--- src/rtl/mem_pkg.sv ---
// Shared definitions for the data-memory access unit: widths, funct3 codes,
// FSM encoding, request payload and alignment/legality helpers.
package mem_pkg;
   localparam int XLEN = 32;
   localparam int AW   = 32;

   localparam logic [2:0] F3_B  = 3'b000;
   localparam logic [2:0] F3_H  = 3'b001;
   localparam logic [2:0] F3_W  = 3'b010;
   localparam logic [2:0] F3_BU = 3'b100;
   localparam logic [2:0] F3_HU = 3'b101;

   localparam logic [1:0] RW_NONE  = 2'b00;
   localparam logic [1:0] RW_READ  = 2'b10;
   localparam logic [1:0] RW_WRITE = 2'b01;

   typedef enum logic [1:0] {ST_IDLE, ST_ISSUE, ST_BUSY, ST_RESP} mau_state_e;

   typedef struct packed {
      logic            is_store;
      logic [2:0]      funct3;
      logic [AW-1:0]   addr;
      logic [XLEN-1:0] wdata;
   } mem_req_t;

   function automatic logic f3_valid(input logic is_store, input logic [2:0] f3);
      if (is_store) return (f3 == F3_B) || (f3 == F3_H) || (f3 == F3_W);
      return f3 inside {F3_B, F3_H, F3_W, F3_BU, F3_HU};
   endfunction

   function automatic logic misaligned(input logic [2:0] f3, input logic [1:0] a);
      return ((f3[1:0] == 2'b01) && a[0]) || ((f3[1:0] == 2'b10) && (a != 2'b00));
   endfunction
endpackage

--- src/rtl/mem_req_fifo.sv ---
// Request FIFO with a kill bit per entry; flush marks every queued load,
// including one pushed in the same cycle, so it can be dropped at the head.
module mem_req_fifo import mem_pkg::*; #(
   parameter int TAG_W = 4,
   parameter int DEPTH = 4
) (
   input  logic             clk,
   input  logic             rst,
   input  logic             push,
   input  mem_req_t         push_req,
   input  logic [TAG_W-1:0] push_tag,
   input  logic             pop,
   input  logic             flush,
   output logic             full,
   output logic             empty,
   output mem_req_t         head_req,
   output logic [TAG_W-1:0] head_tag,
   output logic             head_kill
);
   localparam int PW = $clog2(DEPTH);

   mem_req_t         req_q [DEPTH];
   logic [TAG_W-1:0] tag_q [DEPTH];
   logic [DEPTH-1:0] kill_q;
   logic [PW-1:0]    rd_ptr, wr_ptr;
   logic [PW:0]      count;

   assign full      = (count == (PW+1)'(DEPTH));
   assign empty     = (count == '0);
   assign head_req  = req_q[rd_ptr];
   assign head_tag  = tag_q[rd_ptr];
   assign head_kill = kill_q[rd_ptr];

   always_ff @(posedge clk) begin
      if (push) begin
         req_q[wr_ptr] <= push_req;
         tag_q[wr_ptr] <= push_tag;
      end
   end

   always_ff @(posedge clk) begin
      if (rst) begin
         rd_ptr <= '0;
         wr_ptr <= '0;
         count  <= '0;
         kill_q <= '0;
      end else begin
         // stale slots may get marked too; a later push rewrites their kill bit
         if (flush)
            for (int i = 0; i < DEPTH; i++)
               if (!req_q[i].is_store) kill_q[i] <= 1'b1;
         if (push) begin
            kill_q[wr_ptr] <= flush && !push_req.is_store;
            wr_ptr         <= wr_ptr + 1'b1;
         end
         if (pop) rd_ptr <= rd_ptr + 1'b1;
         case ({push, pop})
            2'b10:   count <= count + 1'b1;
            2'b01:   count <= count - 1'b1;
            default: ;
         endcase
      end
   end
endmodule

--- src/rtl/mem_access_unit.sv ---
// Load/store unit: queues requests, issues one memory command at a time,
// formats byte lanes and returns a tagged completion.
module mem_access_unit import mem_pkg::*; #(
   parameter int TAG_W = 4,
   parameter int DEPTH = 4
) (
   input  logic             clk,
   input  logic             rst,
   input  logic             req_valid,
   output logic             req_ready,
   input  logic             req_is_store,
   input  logic [2:0]       req_funct3,
   input  logic [AW-1:0]    req_addr,
   input  logic [XLEN-1:0]  req_wdata,
   input  logic [TAG_W-1:0] req_tag,
   input  logic             flush,
   input  logic             mem_free,
   input  logic             mem_read_valid,
   input  logic [XLEN-1:0]  mem_rdata,
   output logic [1:0]       mem_rw_flag,
   output logic [AW-1:0]    mem_addr,
   output logic [XLEN-1:0]  mem_wdata,
   output logic [3:0]       mem_mask,
   output logic             res_valid,
   input  logic             res_ready,
   output logic [TAG_W-1:0] res_tag,
   output logic [XLEN-1:0]  res_data,
   output logic             res_is_store,
   output logic             res_err
);
   mau_state_e       state;
   mem_req_t         push_req, head;
   logic [TAG_W-1:0] head_tag;
   logic             full, empty, head_kill, push, pop;
   logic             kill_now, bad_now, resp_load;
   logic [3:0]       fmt_mask;
   logic [XLEN-1:0]  fmt_wdata, fmt_rdata, rd_shift;

   assign req_ready = !full;
   assign push      = req_valid && !full;
   assign push_req  = '{is_store: req_is_store, funct3: req_funct3, addr: req_addr, wdata: req_wdata};
   assign kill_now  = head_kill || (flush && !head.is_store);
   assign bad_now   = misaligned(head.funct3, head.addr[1:0]) || !f3_valid(head.is_store, head.funct3);
   assign pop       = !empty && (((state == ST_IDLE) && (kill_now || bad_now)) ||
                                 ((state == ST_BUSY) && mem_free));

   mem_req_fifo #(.TAG_W(TAG_W), .DEPTH(DEPTH)) u_fifo (
      .clk(clk), .rst(rst),
      .push(push), .push_req(push_req), .push_tag(req_tag),
      .pop(pop), .flush(flush),
      .full(full), .empty(empty),
      .head_req(head), .head_tag(head_tag), .head_kill(head_kill)
   );

   always_comb begin
      fmt_mask  = 4'b1111;
      fmt_wdata = head.wdata;
      case (head.funct3[1:0])
         2'b00: begin
            fmt_mask  = 4'b0001 << head.addr[1:0];
            fmt_wdata = {4{head.wdata[7:0]}};
         end
         2'b01: begin
            fmt_mask  = 4'b0011 << head.addr[1:0];
            fmt_wdata = {2{head.wdata[15:0]}};
         end
         default: ;
      endcase
      rd_shift = mem_rdata >> {head.addr[1:0], 3'b000};
      case (head.funct3)
         F3_B:    fmt_rdata = {{24{rd_shift[7]}}, rd_shift[7:0]};
         F3_H:    fmt_rdata = {{16{rd_shift[15]}}, rd_shift[15:0]};
         F3_BU:   fmt_rdata = {24'b0, rd_shift[7:0]};
         F3_HU:   fmt_rdata = {16'b0, rd_shift[15:0]};
         default: fmt_rdata = rd_shift;
      endcase
   end

   always_ff @(posedge clk) begin
      if (rst) begin
         state        <= ST_IDLE;
         mem_rw_flag  <= RW_NONE;
         mem_addr     <= '0;
         mem_wdata    <= '0;
         mem_mask     <= '0;
         res_valid    <= 1'b0;
         res_tag      <= '0;
         res_data     <= '0;
         res_is_store <= 1'b0;
         res_err      <= 1'b0;
         resp_load    <= 1'b0;
      end else begin
         mem_rw_flag <= RW_NONE;
         case (state)
            ST_IDLE: if (!empty && !kill_now) begin
               if (bad_now) begin
                  state        <= ST_RESP;
                  res_valid    <= 1'b1;
                  res_err      <= 1'b1;
                  res_data     <= '0;
                  res_tag      <= head_tag;
                  res_is_store <= head.is_store;
                  resp_load    <= !head.is_store;
               end else if (mem_free) begin
                  state       <= ST_ISSUE;
                  mem_rw_flag <= head.is_store ? RW_WRITE : RW_READ;
                  mem_addr    <= head.addr;
                  mem_wdata   <= fmt_wdata;
                  mem_mask    <= fmt_mask;
               end
            end
            ST_ISSUE: state <= ST_BUSY;
            // a killed head still waits for the memory, then vanishes silently
            ST_BUSY: if (mem_free) begin
               if (kill_now) begin
                  state <= ST_IDLE;
               end else begin
                  state        <= ST_RESP;
                  res_valid    <= 1'b1;
                  res_err      <= 1'b0;
                  res_tag      <= head_tag;
                  res_is_store <= head.is_store;
                  resp_load    <= !head.is_store;
                  res_data     <= (!head.is_store && mem_read_valid) ? fmt_rdata : '0;
               end
            end
            ST_RESP: if (res_ready || (flush && resp_load)) begin
               state        <= ST_IDLE;
               res_valid    <= 1'b0;
               res_err      <= 1'b0;
               res_is_store <= 1'b0;
            end
            default: state <= ST_IDLE;
         endcase
      end
   end
endmodule

--- config.mk ---
export PLATFORM = sky130hd
export DESIGN_NAME = mem_access_unit
export DESIGN_NICKNAME = d
export VERILOG_FILES = /design/src/rtl/mem_pkg.sv /design/src/rtl/mem_req_fifo.sv /design/src/rtl/mem_access_unit.sv
export SDC_FILE = /design/constraint.sdc
export NUM_CORES = 1
export LEC_CHECK = 0
export BUFFER_PORTS_ARGS = -buffer_cell sky130_fd_sc_hd__buf_2
export CAP_MARGIN = 5
export CORE_MARGIN = 4
export CORE_UTILIZATION = 29
export DETAILED_ROUTE_END_ITERATION = 6
export PLACE_DENSITY = 0.52
export SLEW_MARGIN = 20
export SYNTH_ARGS = -nofsm -noshare
export SYNTH_HDL_FRONTEND = slang
export SYNTH_HIERARCHICAL = 1
export SYNTH_SLANG_ARGS = --single-unit
--- constraint.sdc ---
create_clock -name clk -period 8.2 [get_ports clk]
set_clock_uncertainty 0.1 [all_clocks]
set_input_delay 1.23 -clock clk [delete_from_list [all_inputs] [get_ports clk]]
set_output_delay 1.23 -clock clk [all_outputs]
set_load 0.03 [all_outputs]
==> flow_summary.yaml, run 1 <==
sta:
  worstMarginPinSlew_ps: 1070
  setup_repair_after_global_routing_missed_its_margin: "false"
  max-slew-margin-rel: 0.284
  setup_tns_ps: 0
  hold_violations: 0
  total_count_of_max_transition_violations_in_the_final_report: 0
  finalCritPeriodShare: 0.611
  fmax_mhz: 200
  final-setup-viol-count: 0
  fin_crit_ps: 5010
power:
  vdd.ir_drop.worst_mv: 0.158
  power.share.clock: 0.318
  power_density_mw_per_mm2: 327
  leakage_uw: 0.00681
  power_frac_comb: 0.271
  power_frac_seq: 0.411
  sw_frac_of_total: 0.319
  intPower_uw: 4350
  total_switching_power_uw: 2040
floorplan:
  design.die.area_mm2: 0.0602
  chipWidth_um: 245
  initial_cell_density_of_the_core: 0.295
  ios: 221
  dieHeight_um: 245
  placement_rows: 86
  coreArea_mm2: 0.0554
worst_setup_path:
  critPathCaptureType: "flip-flop"
  critPathTopFamily: "compound AO/OA/AOI/OAI gates"
  cp_common_cell: "sky130_fd_sc_hd__a2111oi_0"
  timing.critical_path.buf_inv: 2
  critical_path_peak_fanout: 45
  cp_data_arrival_time_ps: 5400
  critPathRequiredTime_ps: 8590
  cp_cell_sequence: "buf_4 -> mux4_2 -> or4_1 -> a2111oi_0 -> a2111oi_0 -> ha_1 -> inv_1 -> fa_1 -> xor2_1 -> or3_1 -> a21oi_1"
  timing.setup.critical_path_class: "reg2reg"
  max_stage_delay_ps: 870
  cpMaxStageDelayCell: "sky130_fd_sc_hd__mux4_2"
  cp-start-kind: "flip-flop"
clock_network:
  cts_num_sinks: 413
  clkTransAtPathRegs_ps: 60
  clock_latency_ps: 580
  cts_inserted_buffers: 46
  cts_setup_buffers: 0
  cts.repair.resized: 0
  clock_tree.buffer_depth: 3
  htree_num_levels: 2
  clock-root-buffer: "sky130_fd_sc_hd__clkbuf_16"
  clock_tree_from_tritoncts: "done"
  cts-hold-fix-buffers: 0
routing:
  drt_initial_violations: 558
  postRouteWirelength_um: 41900
  via_total_after_detailed_routing: 9619
  wl_per_cell_um: 20.6
  drcViolationCount: 0
  drt-pass1-iter-count: 5
  detail-route-antenna-nets: 0
  via_per_inst: 4.73
logic_synthesis:
  yosysUniqueCellTypes: 61
  syn_nets: 1150
  post_synth.cell_area_avg_um2: 15.8
  syn-cell-area_mm2: 0.0163
  yosys_top_cell_area_share: 0.530
  synthTopCellsByCount: "sky130_fd_sc_hd__edfxtp_1, sky130_fd_sc_hd__dfxtp_1, sky130_fd_sc_hd__nand2_1"
  async_flop_share: 0
  synth-edff-count: 288
  postSynthCellCount: 1033
  synth_area_leader_cell: "sky130_fd_sc_hd__edfxtp_1"
  synthMostInstantiatedCell: "sky130_fd_sc_hd__edfxtp_1"
  synth.ff_latch_count: 413
  yosys-top-cells-area: "sky130_fd_sc_hd__edfxtp_1, sky130_fd_sc_hd__dfxtp_1, sky130_fd_sc_hd__mux4_2"
  synth_warnings: 6
  synth_ff_type: "sky130_fd_sc_hd__edfxtp_1"
  seq_area_frac_synth: 0.683
global_route:
  grt_start_max_net_pins: 64
  first_global_vias: 9969
  global_route_wire_length_before_repair_um: 64000
  antenna_found_initial: 14
  grt_remaining_overflow: 0
  globalRouteTotalUtil: 0.139
placed_design:
  finalWeightedCongestion: 0.809
  hpwl_um: 26600
  numPlacedInstances: 1942
  io_buffer_count: 220
layout:
  area.growth.synth_to_final_pct: 19.5
  layout-drive-gt1-share: 0.320
  fin_nets: 1359
  instances_no_fill: 2032
status:
  run_status: "completed"
min_path:
  min-delay-path-class: "reg2reg"
run:
  max_cap_viol_count: 0
[power by group through the flow]
| stage | logic (µW) | clock network (µW) | registers [µW] |
|---|---|---|---|
| after CTS | 1770 | 2100 | 2630 |
| after global placement | 1760 | 0 | 2670 |
| after detailed placement | 1770 | 0 | 2680 |
| after floorplan | 1340 | 0 | 2690 |
| final | 1730 | 2030 | 2620 |
| after global routing | 1900 | 2190 | 2660 |
[tightest hold or removal path: cells and delay by family, from the launching register on]
kind | cells | cell delay, ps
and+or+nand+nor | 1 | 50
DFF | 1 | 310
AOI/OAI and AO/OA | 1 | 50
[stage by stage]
step | util | total power, µW | worst slack (ps) | cell area (µm²) | hold slack [ps]
4_1_cts | 0.352 | 6500 | 3170 | 19500 | 354
5_1_grt | 0.352 | 6750 | 2880 | 19500 | 370
2_1_floorplan | - | 4030 | 4280 | 16300 | 361
3_3_place_gp | 0.324 | 4430 | 3230 | 18000 | 341
3_5_place_dp | 0.324 | 4440 | 3160 | 18000 | 346
6_report | 0.352 | 6390 | 3190 | 19500 | 351
[layer usage]
| metal | wire (µm) | GRT usage | up-vias |
|---|---|---|---|
| li1 | - | - | 4439 |
| met1 | 18600 | 0.186 | 4842 |
| met2 | 19400 | 0.223 | 252 |
| met3 | 3080 | 0.0413 | 72 |
| met4 | 755 | 0.0356 | 14 |
| met5 | 85 | 0 | - |
[path summary, 6_finish.rpt]
kind | startpoint | to | slack, ps | cells after the start
setup / recovery | flip-flop | u_fifo/count[2] | 3190 | 11
hold / removal | mem_addr[20] | mem_addr[20] | 350 | 2
setup reg to reg | flip-flop | u_fifo/count[2] | 3190 | 11
hold reg to reg | mem_addr[20] | mem_addr[20] | 350 | 2
[registers in the layout (all words and copies together) (netlist names), named ones only]
register and count:
mem_rw_flag 2, state 2, res_is_store 1, mem_addr 32, u_fifo/tag_q 16, mem_wdata 32, u_fifo/rd_ptr 2, res_valid 1
res_err 1, resp_load 1, u_fifo/kill_q 4, res_tag 4, u_fifo/count 3, mem_mask 4, u_fifo/wr_ptr 2, res_data 32
u_fifo/req_q 272
[cells in the final DEF, fill, tap and decap left out, types with 13 or more instances in the layout]
master / n
sky130_fd_sc_hd__edfxtp_1: 288
sky130_fd_sc_hd__buf_2: 219
sky130_fd_sc_hd__dfxtp_1: 123
sky130_fd_sc_hd__nand2_1: 110
sky130_fd_sc_hd__a21oi_1: 77
sky130_fd_sc_hd__mux4_2: 72
sky130_fd_sc_hd__clkbuf_16: 49
sky130_fd_sc_hd__nor2_1: 39
sky130_fd_sc_hd__mux2i_1: 34
sky130_fd_sc_hd__nor3_1: 24
sky130_fd_sc_hd__o21ai_0: 17
sky130_fd_sc_hd__nor2b_1: 16
sky130_fd_sc_hd__a22o_1: 16
sky130_fd_sc_hd__a211oi_1: 16
sky130_fd_sc_hd__buf_4: 13
[logic make-up (layout without fill, tap and decap cells)]
family | count (synthesis) | after routing | share of synthesized area
flops | 413 | 413 | 0.683
simple gates | 227 | 227 | 0.0650
compound gates | 190 | 190 | 0.0860
mux | 108 | 108 | 0.123
buf+inv | 83 | 330 | 0.0343
fa+ha+maj | 6 | 6 | 0.00506
xor+xnor | 6 | 6 | 0.00322
other cells | 0 | 4 | 0
[cell type report]
class / count / area, µm²
diodes: 4 / 10.0
well taps: 748 / 936
flip-flops and latches: 413 / 11200
inverters: 12 / 45.0
clock inverters: 17 / 139
fillers: 5420 / 35900
clock buffers: 69 / 1380
multi-input cells: 537 / 4640
repair buffers: 232 / 1190
Power figures use the tool's default switching activity.
==> run 2: changes to the inputs <==
- clock period: 8.2 -> 4.83 ns (I/O delays scaled with it)
==> flow_summary.yaml, run 2 (synthesis results as in run 1) <==
routing:
  drcViolationCount: 0
  drt_initial_violations: 590
  via_total_after_detailed_routing: 9643
  postRouteWirelength_um: 42400
  detail-route-antenna-nets: 0
  wl_per_cell_um: 20.8
  via_per_inst: 4.73
  drt-pass1-iter-count: 5
sta:
  fmax_mhz: 258
  worstMarginPinSlew_ps: 1080
  max-slew-margin-rel: 0.277
  hold_violations: 0
  total_count_of_max_transition_violations_in_the_final_report: 0
  finalCritPeriodShare: 0.804
  fin_worst_hold_slack_ps: 277
  fin_crit_ps: 3880
  setup_repair_after_global_routing_missed_its_margin: "false"
  final-setup-viol-count: 0
  setup_tns_ps: 0
worst_setup_path:
  cp.depth: 10
  reg2reg_setup_slack_ps: 950
  max_stage_delay_ps: 850
  critPathTopFamily: "compound AO/OA/AOI/OAI gates"
  timing.critical_path.buf_inv: 1
  r2r.worst_path.cells: 10
  timing.setup.critical_path_class: "reg2reg"
  cp_common_cell: "sky130_fd_sc_hd__a2111oi_0"
  critical_path_peak_fanout: 26
  cpMaxStageDelayCell: "sky130_fd_sc_hd__a2111oi_0"
  cp_data_arrival_time_ps: 4260
  critPathRequiredTime_ps: 5210
  cp-start-kind: "flip-flop"
  cp_cell_sequence: "mux4_2 -> nor2b_1 -> a2111oi_0 -> a2111oi_0 -> ha_1 -> inv_1 -> fa_1 -> xor2_1 -> or3_1 -> a21oi_1"
  critPathCaptureType: "flip-flop"
global_route:
  global_route_wire_length_before_repair_um: 63000
  globalRouteTotalUtil: 0.138
  first_global_vias: 9909
  grt_remaining_overflow: 0
  grt_start_max_net_pins: 50
  antenna_found_initial: 17
power:
  fin_total_pwr_uw: 10800
  leakage_uw: 0.00683
  power_density_mw_per_mm2: 552
  vdd.ir_drop.worst_mv: 0.244
clock_network:
  htree_num_levels: 2
  clock-root-buffer: "sky130_fd_sc_hd__clkbuf_16"
  cts_num_sinks: 413
  cts_inserted_buffers: 46
  cts-hold-fix-buffers: 0
  cts_setup_buffers: 0
  clock_tree.buffer_depth: 3
  clock_latency_ps: 560
  cts.repair.resized: 0
  clkTransAtPathRegs_ps: 60
  clock_tree_from_tritoncts: "done"
floorplan:
  ios: 221
  dieHeight_um: 245
  chipWidth_um: 245
  coreArea_mm2: 0.0554
  initial_cell_density_of_the_core: 0.295
  placement_rows: 86
  design.die.area_mm2: 0.0602
placed_design:
  numPlacedInstances: 1949
  finalWeightedCongestion: 0.811
  hpwl_um: 26500
  io_buffer_count: 220
layout:
  layout-drive-gt1-share: 0.322
  flip_flop_count_of_the_largest_register_after_layout: 272
  area.growth.synth_to_final_pct: 19.8
  instances_no_fill: 2037
  filler_cell_count: 5367
  final_common_cell: "sky130_fd_sc_hd__edfxtp_1"
  regMostFlops: "u_fifo/req_q"
  most-common-layout-cells: "sky130_fd_sc_hd__edfxtp_1, sky130_fd_sc_hd__buf_2, sky130_fd_sc_hd__dfxtp_1"
  fin_nets: 1366
status:
  run_status: "completed"
min_path:
  min-delay-start: "req_wdata[30]"
  min-delay-path-class: "in2reg"
  min_path_cells: 1
run:
  max_cap_viol_count: 0
-- run 2: changes by cell type in the layout (fill, tap and decap cells not counted), sizes merged --
cell,delta
buf,+7
bufinv,-1
clkbuf,-2
clkinv,+3
clkinvlp,+1
diode,-1
inv,-2
-- run 2: worst reg2reg max path: cells and delay by family, from the launching register on --
kind / cells / cell delay (ps)
AO/OA/AOI/OAI: 3 / 1090
XOR/XNOR: 1 / 160
adder cells (fa/ha/maj): 2 / 700
buffers and inverters: 1 / 60
flip-flops: 1 / 620
multiplexers: 1 / 510
AND/OR/NAND/NOR: 2 / 560
-- run 2: per-layer routing --
layer  up-vias  GRT usage  wire length (µm)
li1       4432          -                 -
met3        80     0.0422              3190
met1      4830      0.177             18100
met2       283      0.229             20100
met5         -          0               114
met4        18     0.0347               932
-- run 2: final timing paths --
| kind | endpoint |
|---|---|
| max | u_fifo/count[2] |
| min | u_fifo/req_q[0][30] |
| max reg2reg | u_fifo/count[2] |
| min reg2reg | mem_addr[20] |
-- run 2: final cells by class --
type                            count  area (µm²)  area share
Timing Repair Buffer              239        1310      0.0669
Multi-Input combinational cell    537        4640       0.237
Inverter                           12        45.0     0.00230
Sequential cell                   413       11200       0.570
Antenna cell                        3        7.51    0.000384
Clock inverter                     18         103     0.00524
Clock buffer                       67        1360      0.0697
Tap cell                          748         936      0.0478
-- run 2: power by group --
group	internal (µW)	leakage, µW	switching, µW
registers	4200	0.00366	181
logic	1180	0.00246	1890
clock network	1960	0.000717	1390
total	7340	0.00683	3460
-- run 2: stage by stage --
stage	instance area, µm²	utilization	worst slack [ps]
detailed placement	18100	0.326	897
finish	19600	0.353	947
CTS	19600	0.353	880
floorplan	16300	-	1190
global route	19600	0.353	584
global placement	18100	0.326	1030
